**config.mk**
```make
export PLATFORM = sky130hd
export DESIGN_NAME = muldiv_sequencer
export DESIGN_NICKNAME = d
export VERILOG_FILES = /design/src/rtl/muldiv_sequencer.sv
export SDC_FILE = /design/constraint.sdc
export NUM_CORES = 1
export LEC_CHECK = 0
export CORE_ASPECT_RATIO = 1.2
export CORE_MARGIN = 5
export CORE_UTILIZATION = 30
export CTS_CLUSTER_DIAMETER = 50
export CTS_CLUSTER_SIZE = 16
export DETAILED_ROUTE_END_ITERATION = 16
export PLACE_DENSITY = 0.57
export SLEW_MARGIN = 20
export SYNTH_ARGS = -nofsm -noshare
export SYNTH_HDL_FRONTEND = slang
export SYNTH_SLANG_ARGS = --single-unit
```
**constraint.sdc**
```tcl
create_clock -name i_clk -period 4 [get_ports i_clk]
set_clock_uncertainty 0.15 [all_clocks]
set_input_delay 0.8 -clock i_clk [delete_from_list [all_inputs] [get_ports i_clk]]
set_output_delay 0.8 -clock i_clk [all_outputs]
set_load 0.01 [all_outputs]
```
**src/rtl/muldiv_sequencer.sv**
```systemverilog
// muldiv_sequencer: iterative radix-2 multiply/divide unit owning HI/LO.
// One shift-add (multiply) or restoring shift-subtract (divide) step per
// cycle, followed by a sign-fix phase and a one-cycle HI/LO commit.
//
// Ports:
//   i_clk, i_rst_n      clock, asynchronous active-low reset
//   i_start, i_op       request and op select (00 MULT, 01 MULTU,
//                       10 DIV, 11 DIVU); start sampled only in IDLE
//   i_rs_val, i_rt_val  multiplicand/dividend, multiplier/divisor
//   i_flush             abort in-flight operation, HI/LO untouched
//   i_hilo_rd           MFHI/MFLO in decode this cycle
//   o_busy              operation in RUN or FIX
//   o_done              one-cycle pulse while HI/LO take the result
//   o_hi, o_lo          HI/LO architectural registers
//   o_stall_req         decode must stall its HI/LO read
//   o_div_by_zero       sticky divide-by-zero flag
//
// Build option: define MULDIV_DIV_EN to include the divide datapath.
// Without it DIV/DIVU starts are ignored and o_div_by_zero is 0.

module muldiv_sequencer #(
    parameter int WIDTH = 32,
    parameter int ITER  = 32
) (
    input  logic             i_clk,
    input  logic             i_rst_n,
    input  logic             i_start,
    input  logic [1:0]       i_op,
    input  logic [WIDTH-1:0] i_rs_val,
    input  logic [WIDTH-1:0] i_rt_val,
    input  logic             i_flush,
    input  logic             i_hilo_rd,
    output logic             o_busy,
    output logic             o_done,
    output logic [WIDTH-1:0] o_hi,
    output logic [WIDTH-1:0] o_lo,
    output logic             o_stall_req,
    output logic             o_div_by_zero
);

    localparam int CW = $clog2(ITER + 1);

    typedef enum logic [1:0] {
        S_IDLE,
        S_RUN,
        S_FIX,
        S_DONE
    } state_t;

    state_t r_state;
    state_t w_next;

    logic [CW-1:0]    r_cnt;
    logic             r_fix_ph;
    logic             r_is_div;
    logic             r_neg_lo;
    logic             r_neg_hi;
    logic             r_cin;
    logic [WIDTH-1:0] r_a;
    logic [WIDTH-1:0] r_q;
    logic [WIDTH-1:0] r_m;
    logic [WIDTH-1:0] r_hi;
    logic [WIDTH-1:0] r_lo;

    logic             w_is_div;
    logic             w_op_ok;
    logic             w_accept;
    logic             w_rs_neg;
    logic             w_rt_neg;
    logic [WIDTH-1:0] w_rs_mag;
    logic [WIDTH-1:0] w_rt_mag;
    logic             w_ld_nlo;
    logic             w_ld_nhi;
    logic [WIDTH-1:0] w_ld_q;
    logic [WIDTH-1:0] w_ld_m;
    logic [WIDTH:0]   w_mul_sum;
    logic [WIDTH-1:0] w_mul_a;
    logic [WIDTH-1:0] w_mul_q;
    logic [WIDTH-1:0] w_step_a;
    logic [WIDTH-1:0] w_step_q;
    logic             w_commit;

    // Signed ops work on magnitudes; op[0]=0 selects the signed forms.
    assign w_rs_neg = i_rs_val[WIDTH-1] & ~i_op[0];
    assign w_rt_neg = i_rt_val[WIDTH-1] & ~i_op[0];
    assign w_rs_mag = w_rs_neg ? (~i_rs_val + WIDTH'(1)) : i_rs_val;
    assign w_rt_mag = w_rt_neg ? (~i_rt_val + WIDTH'(1)) : i_rt_val;

    // Multiply step: {A,Q} holds the partial product, Q shifts out the
    // multiplier LSB-first.
    assign w_mul_sum = {1'b0, r_a} + (r_q[0] ? {1'b0, r_m} : '0);
    assign w_mul_a   = w_mul_sum[WIDTH:1];
    assign w_mul_q   = {w_mul_sum[0], r_q[WIDTH-1:1]};

`ifdef MULDIV_DIV_EN
    logic             w_rt_zero;
    logic [WIDTH:0]   w_div_r;
    logic [WIDTH:0]   w_div_d;
    logic             w_div_ok;
    logic [WIDTH-1:0] w_div_a;
    logic [WIDTH-1:0] w_div_q;
    logic             r_dbz;

    assign w_is_div  = i_op[1];
    assign w_op_ok   = 1'b1;
    assign w_rt_zero = (i_rt_val == '0);

    // Restoring divide: A is the partial remainder, Q shifts the
    // dividend out and the quotient bits in.
    assign w_div_r  = {r_a, r_q[WIDTH-1]};
    assign w_div_d  = w_div_r - {1'b0, r_m};
    assign w_div_ok = ~w_div_d[WIDTH];
    assign w_div_a  = w_div_ok ? w_div_d[WIDTH-1:0] : w_div_r[WIDTH-1:0];
    assign w_div_q  = {r_q[WIDTH-2:0], w_div_ok};

    assign w_step_a = r_is_div ? w_div_a : w_mul_a;
    assign w_step_q = r_is_div ? w_div_q : w_mul_q;

    // A zero divisor runs the raw dividend through with no sign fix:
    // the loop then leaves A = rs_val and Q = all ones.
    always_comb begin
        w_ld_q   = w_rt_mag;
        w_ld_m   = w_rs_mag;
        w_ld_nlo = w_rs_neg ^ w_rt_neg;
        w_ld_nhi = w_rs_neg ^ w_rt_neg;
        if (w_is_div) begin
            w_ld_m = w_rt_mag;
            if (w_rt_zero) begin
                w_ld_q   = i_rs_val;
                w_ld_nlo = 1'b0;
                w_ld_nhi = 1'b0;
            end else begin
                w_ld_q   = w_rs_mag;
                w_ld_nhi = w_rs_neg;
            end
        end
    end

    always_ff @(posedge i_clk or negedge i_rst_n) begin
        if (!i_rst_n) begin
            r_dbz <= 1'b0;
        end else if (w_accept && w_is_div) begin
            r_dbz <= w_rt_zero;
        end
    end

    assign o_div_by_zero = r_dbz;
`else
    assign w_is_div = 1'b0;
    assign w_op_ok  = ~i_op[1];
    assign w_step_a = w_mul_a;
    assign w_step_q = w_mul_q;

    always_comb begin
        w_ld_q   = w_rt_mag;
        w_ld_m   = w_rs_mag;
        w_ld_nlo = w_rs_neg ^ w_rt_neg;
        w_ld_nhi = w_rs_neg ^ w_rt_neg;
    end

    assign o_div_by_zero = 1'b0;
`endif

    assign w_accept = (r_state == S_IDLE) & i_start & ~i_flush & w_op_ok;
    assign w_commit = (r_state == S_DONE) & ~i_flush;

    always_ff @(posedge i_clk or negedge i_rst_n) begin
        if (!i_rst_n) begin
            r_state <= S_IDLE;
        end else begin
            r_state <= w_next;
        end
    end

    always_comb begin
        w_next = r_state;
        o_busy = 1'b0;
        o_done = 1'b0;
        unique case (r_state)
            S_IDLE: begin
                if (w_accept) begin
                    w_next = S_RUN;
                end
            end
            S_RUN: begin
                o_busy = 1'b1;
                if (r_cnt == '0) begin
                    w_next = S_FIX;
                end
            end
            S_FIX: begin
                o_busy = 1'b1;
                if (r_fix_ph) begin
                    w_next = S_DONE;
                end
            end
            S_DONE: begin
                o_done = ~i_flush;
                w_next = S_IDLE;
            end
            default: begin
                w_next = S_IDLE;
            end
        endcase
        if (i_flush) begin
            w_next = S_IDLE;
        end
    end

    // Sign fix is split into two WIDTH-wide halves so only WIDTH-bit
    // incrementers are needed: low half first, its carry feeds the high.
    always_ff @(posedge i_clk or negedge i_rst_n) begin
        if (!i_rst_n) begin
            r_cnt    <= '0;
            r_fix_ph <= 1'b0;
            r_is_div <= 1'b0;
            r_neg_lo <= 1'b0;
            r_neg_hi <= 1'b0;
            r_cin    <= 1'b0;
            r_a      <= '0;
            r_q      <= '0;
            r_m      <= '0;
            r_hi     <= '0;
            r_lo     <= '0;
        end else begin
            unique case (r_state)
                S_IDLE: begin
                    if (w_accept) begin
                        r_cnt    <= CW'(ITER - 1);
                        r_fix_ph <= 1'b0;
                        r_is_div <= w_is_div;
                        r_cin    <= 1'b1;
                        r_a      <= '0;
                        r_q      <= w_ld_q;
                        r_m      <= w_ld_m;
                        r_neg_lo <= w_ld_nlo;
                        r_neg_hi <= w_ld_nhi;
                    end
                end
                S_RUN: begin
                    if (r_cnt != '0) begin
                        r_cnt <= r_cnt - CW'(1);
                    end
                    r_a <= w_step_a;
                    r_q <= w_step_q;
                end
                S_FIX: begin
                    r_fix_ph <= 1'b1;
                    if (!r_fix_ph) begin
                        if (r_neg_lo) begin
                            r_q <= ~r_q + WIDTH'(1);
                        end
                        r_cin <= r_is_div | (r_q == '0);
                    end else if (r_neg_hi) begin
                        r_a <= ~r_a + {{(WIDTH-1){1'b0}}, r_cin};
                    end
                end
                S_DONE: begin
                    if (w_commit) begin
                        r_hi <= r_a;
                        r_lo <= r_q;
                    end
                end
                default: begin
                end
            endcase
        end
    end

    // The result is visible on hi/lo during the done cycle itself.
    assign o_hi = w_commit ? r_a : r_hi;
    assign o_lo = w_commit ? r_q : r_lo;

    assign o_stall_req = i_rst_n & i_hilo_rd &
                         (o_busy | (r_state == S_DONE) |
                          ((r_state == S_IDLE) & i_start));

endmodule

```
==> flow_metrics.py <==
metrics = {
    "grt": {
        "grt_antenna_before_repair": 0,
        "grt_max_degree": 140,
        "grt_use_total_pct": 16.2,
        "grt_pass1_wl_mm": 58.9,
        "overflow": 0,
        "grt_pass1_vias": 10831,
    },
    "final_layout": {
        "final_common_cell": "nand2_1",
        "drive_above_1_share_pct": 13.7,
        "area_growth_pct": 21.5,
        "layout_common_cells": "nand2_1 (176), dfrtp_1 (171), o21ai_0 (162), clkdlybuf4s50_1 (136), mux2_2 (115)",
        "nNetsFinal": 1669,
        "fin_cells": 2105,
        "antennaDiodeCount": 0,
    },
    "setup_path": {
        "endpoint_kind": "output port",
        "cp-start-kind": "input pin",
        "cp_top_family": "buffers and inverters",
        "cp_max_fo": 60,
        "required_ps": 3050,
        "cp_common_cell": "clkdlybuf4s50_1",
        "cp_slowest_cell": "clkdlybuf4s50_1",
        "critPathArrivalTime_ps": 2710,
        "crit_type": "in -> out",
        "critPathBufInv": 3,
        "slowest_delay_ps": 510,
        "r2r_start": "r_q[0]$_DFFE_PN0P_",
        "worstSetupStartpoint": "i_flush",
        "crit_chain": "clkdlybuf4s50_1, nand2b_4, buf_12, mux2_2, clkdlybuf4s50_1",
    },
    "routing": {
        "post-route-drc-count": 0,
        "wl_per_cell_um": 17.5,
        "vias": 10919,
        "ant_nets": 0,
        "wl_mm": 36.9,
        "drt_iter0_markers": 763,
        "vias_per_cell": 5.19,
        "drt_first_pass_iters": 5,
    },
    "clocking": {
        "htreeDepth": 4,
        "postCtsSetupRepairBufs": 0,
        "cts_buffers": 17,
        "ctsResizeCount": 0,
        "clock_latency_ps": 460,
        "ctsLongestPathBuffers": 2,
        "cts_root_buf": "clkbuf_16",
        "cts_tree": "built",
        "cts.sinks": 171,
        "clk_pin_slew_ps": 60,
        "postCtsHoldBufs": 0,
    },
    "die": {
        "fp.dieH_um": 232,
        "die_w_um": 195,
        "row_count": 81,
        "dieArea_um2": 45200,
        "initial_core_util_pct": 30.3,
        "core_um2": 40600,
        "io-pin-count": 139,
    },
    "timing": {
        "max_freq_mhz": 273,
        "post-route-min-period_ps": 3660,
        "rsz0062_at_grt": "false",
        "worst_slew_pin_slew_ps": 801,
        "final-hold-violation-count": 0,
        "tns_ps": 0,
        "maxSlewViolCount": 0,
        "fin_crit_sh_pct": 91.5,
        "setup_violations": 0,
        "relSlewSlack_pct": 46.6,
        "timing.final.ws_setup_ps": 342,
    },
    "synth": {
        "synth-seq-cells": 171,
        "synth_edf_count": 0,
        "syn-cell-area_um2": 12300,
        "async_flop_share_pct": 100,
        "syn_area_per_cell_um2": 8.50,
        "synth.distinct_cells": 71,
        "ys.warnings.count": 0,
        "synth_flop_cell": "dfrtp_1",
        "syn_inst": 1446,
        "synth_nets": 1562,
        "seq_area_frac_synth_pct": 34.8,
    },
    "pwr": {
        "switchingPower_w": 0.00345,
        "clkPwrFrac_pct": 21.2,
        "p_leak_nw": 6.54,
        "fin_total_pwr_w": 0.00805,
        "ir_worst_vdd_uv": 358,
        "p_seq_share_pct": 33.4,
        "power.internal_w": 0.00461,
        "power_density_nw_per_um2": 539,
        "swShare_pct": 42.8,
        "pwr-share-comb_pct": 45.5,
    },
    "place": {
        "place_inst": 2073,
        "portBuffers": 137,
        "dpl.hpwl_mm": 27.5,
        "pre_cts_slack_ps": 326,
        "gp_congestion": 0.916,
    },
    "job": {
        "cap_violations": 0,
    },
    "min_path": {
        "worstHoldPathType": "in -> async",
    },
    "outcome": {
        "status": "finished, final reports clean",
    },
}
==> stage by stage <==
step,instance area [µm²],hold WS [ps],utilization (%)
global route,14900,325,36.8
floorplan,12300,289,-
detailed placement,14400,311,35.3
CTS,14900,305,36.8
global placement,14400,302,35.3
finish,14900,283,36.8
==> cell type report <==
| class | count | area, µm² |
|---|---|---|
| clock buffer | 18 | 429 |
| clock inverter | 14 | 146 |
| fill | 4131 | 25700 |
| inverter | 31 | 116 |
| multi-input combinational | 1150 | 7530 |
| sequential | 171 | 4280 |
| tap | 539 | 674 |
| timing repair buffer | 182 | 1760 |
==> logic make-up after synthesis <==
| kind of cell | synth area share, % |
|---|---|
| flops | 34.8 |
| xor+xnor | 7.19 |
| compound gates | 19.2 |
| buf+inv | 4.14 |
| other cells | 0.0305 |
| fa+ha+maj | 4.64 |
| simple gates | 19.1 |
| mux | 10.9 |
==> power by group through the flow <==
stage                     Sequential [W]  Combinational (W)  Clock (W)
after floorplan                  0.00244            0.00264          0
after global placement           0.00271            0.00361          0
after detailed placement         0.00273            0.00367          0
after CTS                        0.00270            0.00369    0.00178
after global routing             0.00277            0.00410    0.00183
final                            0.00269            0.00366    0.00170
==> flip-flops by register name (all words and copies together), names as in the netlist <==
name / count
r_neg_hi: 1
r_cin: 1
r_hi: 32
r_state: 2
r_q: 32
r_fix_ph: 1
r_cnt: 6
r_lo: 32
r_m: 32
r_a: 32
==> path summary, 6_finish.rpt <==
path / slack, ps / to / depth (start not counted)
max: 340 / o_hi[28] / 5
min: 280 / r_hi[14]$_DFFE_PN0N_ / 2
max reg2reg: 460 / r_a[29]$_DFFE_PN0P_ / 11
min reg2reg: 320 / r_hi[7]$_DFFE_PN0N_ / 2
max in group asynchronous: 2260 / r_lo[3]$_DFFE_PN0N_ / 3
min in group i_clk: 320 / r_hi[7]$_DFFE_PN0N_ / 2
==> synth_stat cells (12+ instances only) <==
library cell / instances / share of area (%)
nor3_1: 52 / 2.1
nor2_1: 98 / 3.0
a21oi_1: 102 / 4.2
clkbuf_1: 75 / 2.3
or3_1: 12 / 0.61
dfrtp_1: 171 / 35
xor2_1: 49 / 3.5
and2_1: 38 / 1.9
ha_1: 44 / 4.5
nand2_1: 178 / 5.4
xnor2_1: 52 / 3.7
mux2_2: 115 / 11
o31ai_1: 14 / 0.85
a21o_1: 24 / 1.5
nor4_1: 22 / 1.1
inv_1: 31 / 0.95
o21ai_0: 162 / 6.6
nand3_1: 26 / 1.1
==> routing by layer <==
layer | global-route usage (%) | routed length (µm)
met1 | 20.6 | 16800
met2 | 27.6 | 17600
met3 | 3.34 | 1740
met4 | 5.35 | 817
met5 | 0 | 0
Power figures use the tool's default switching activity.
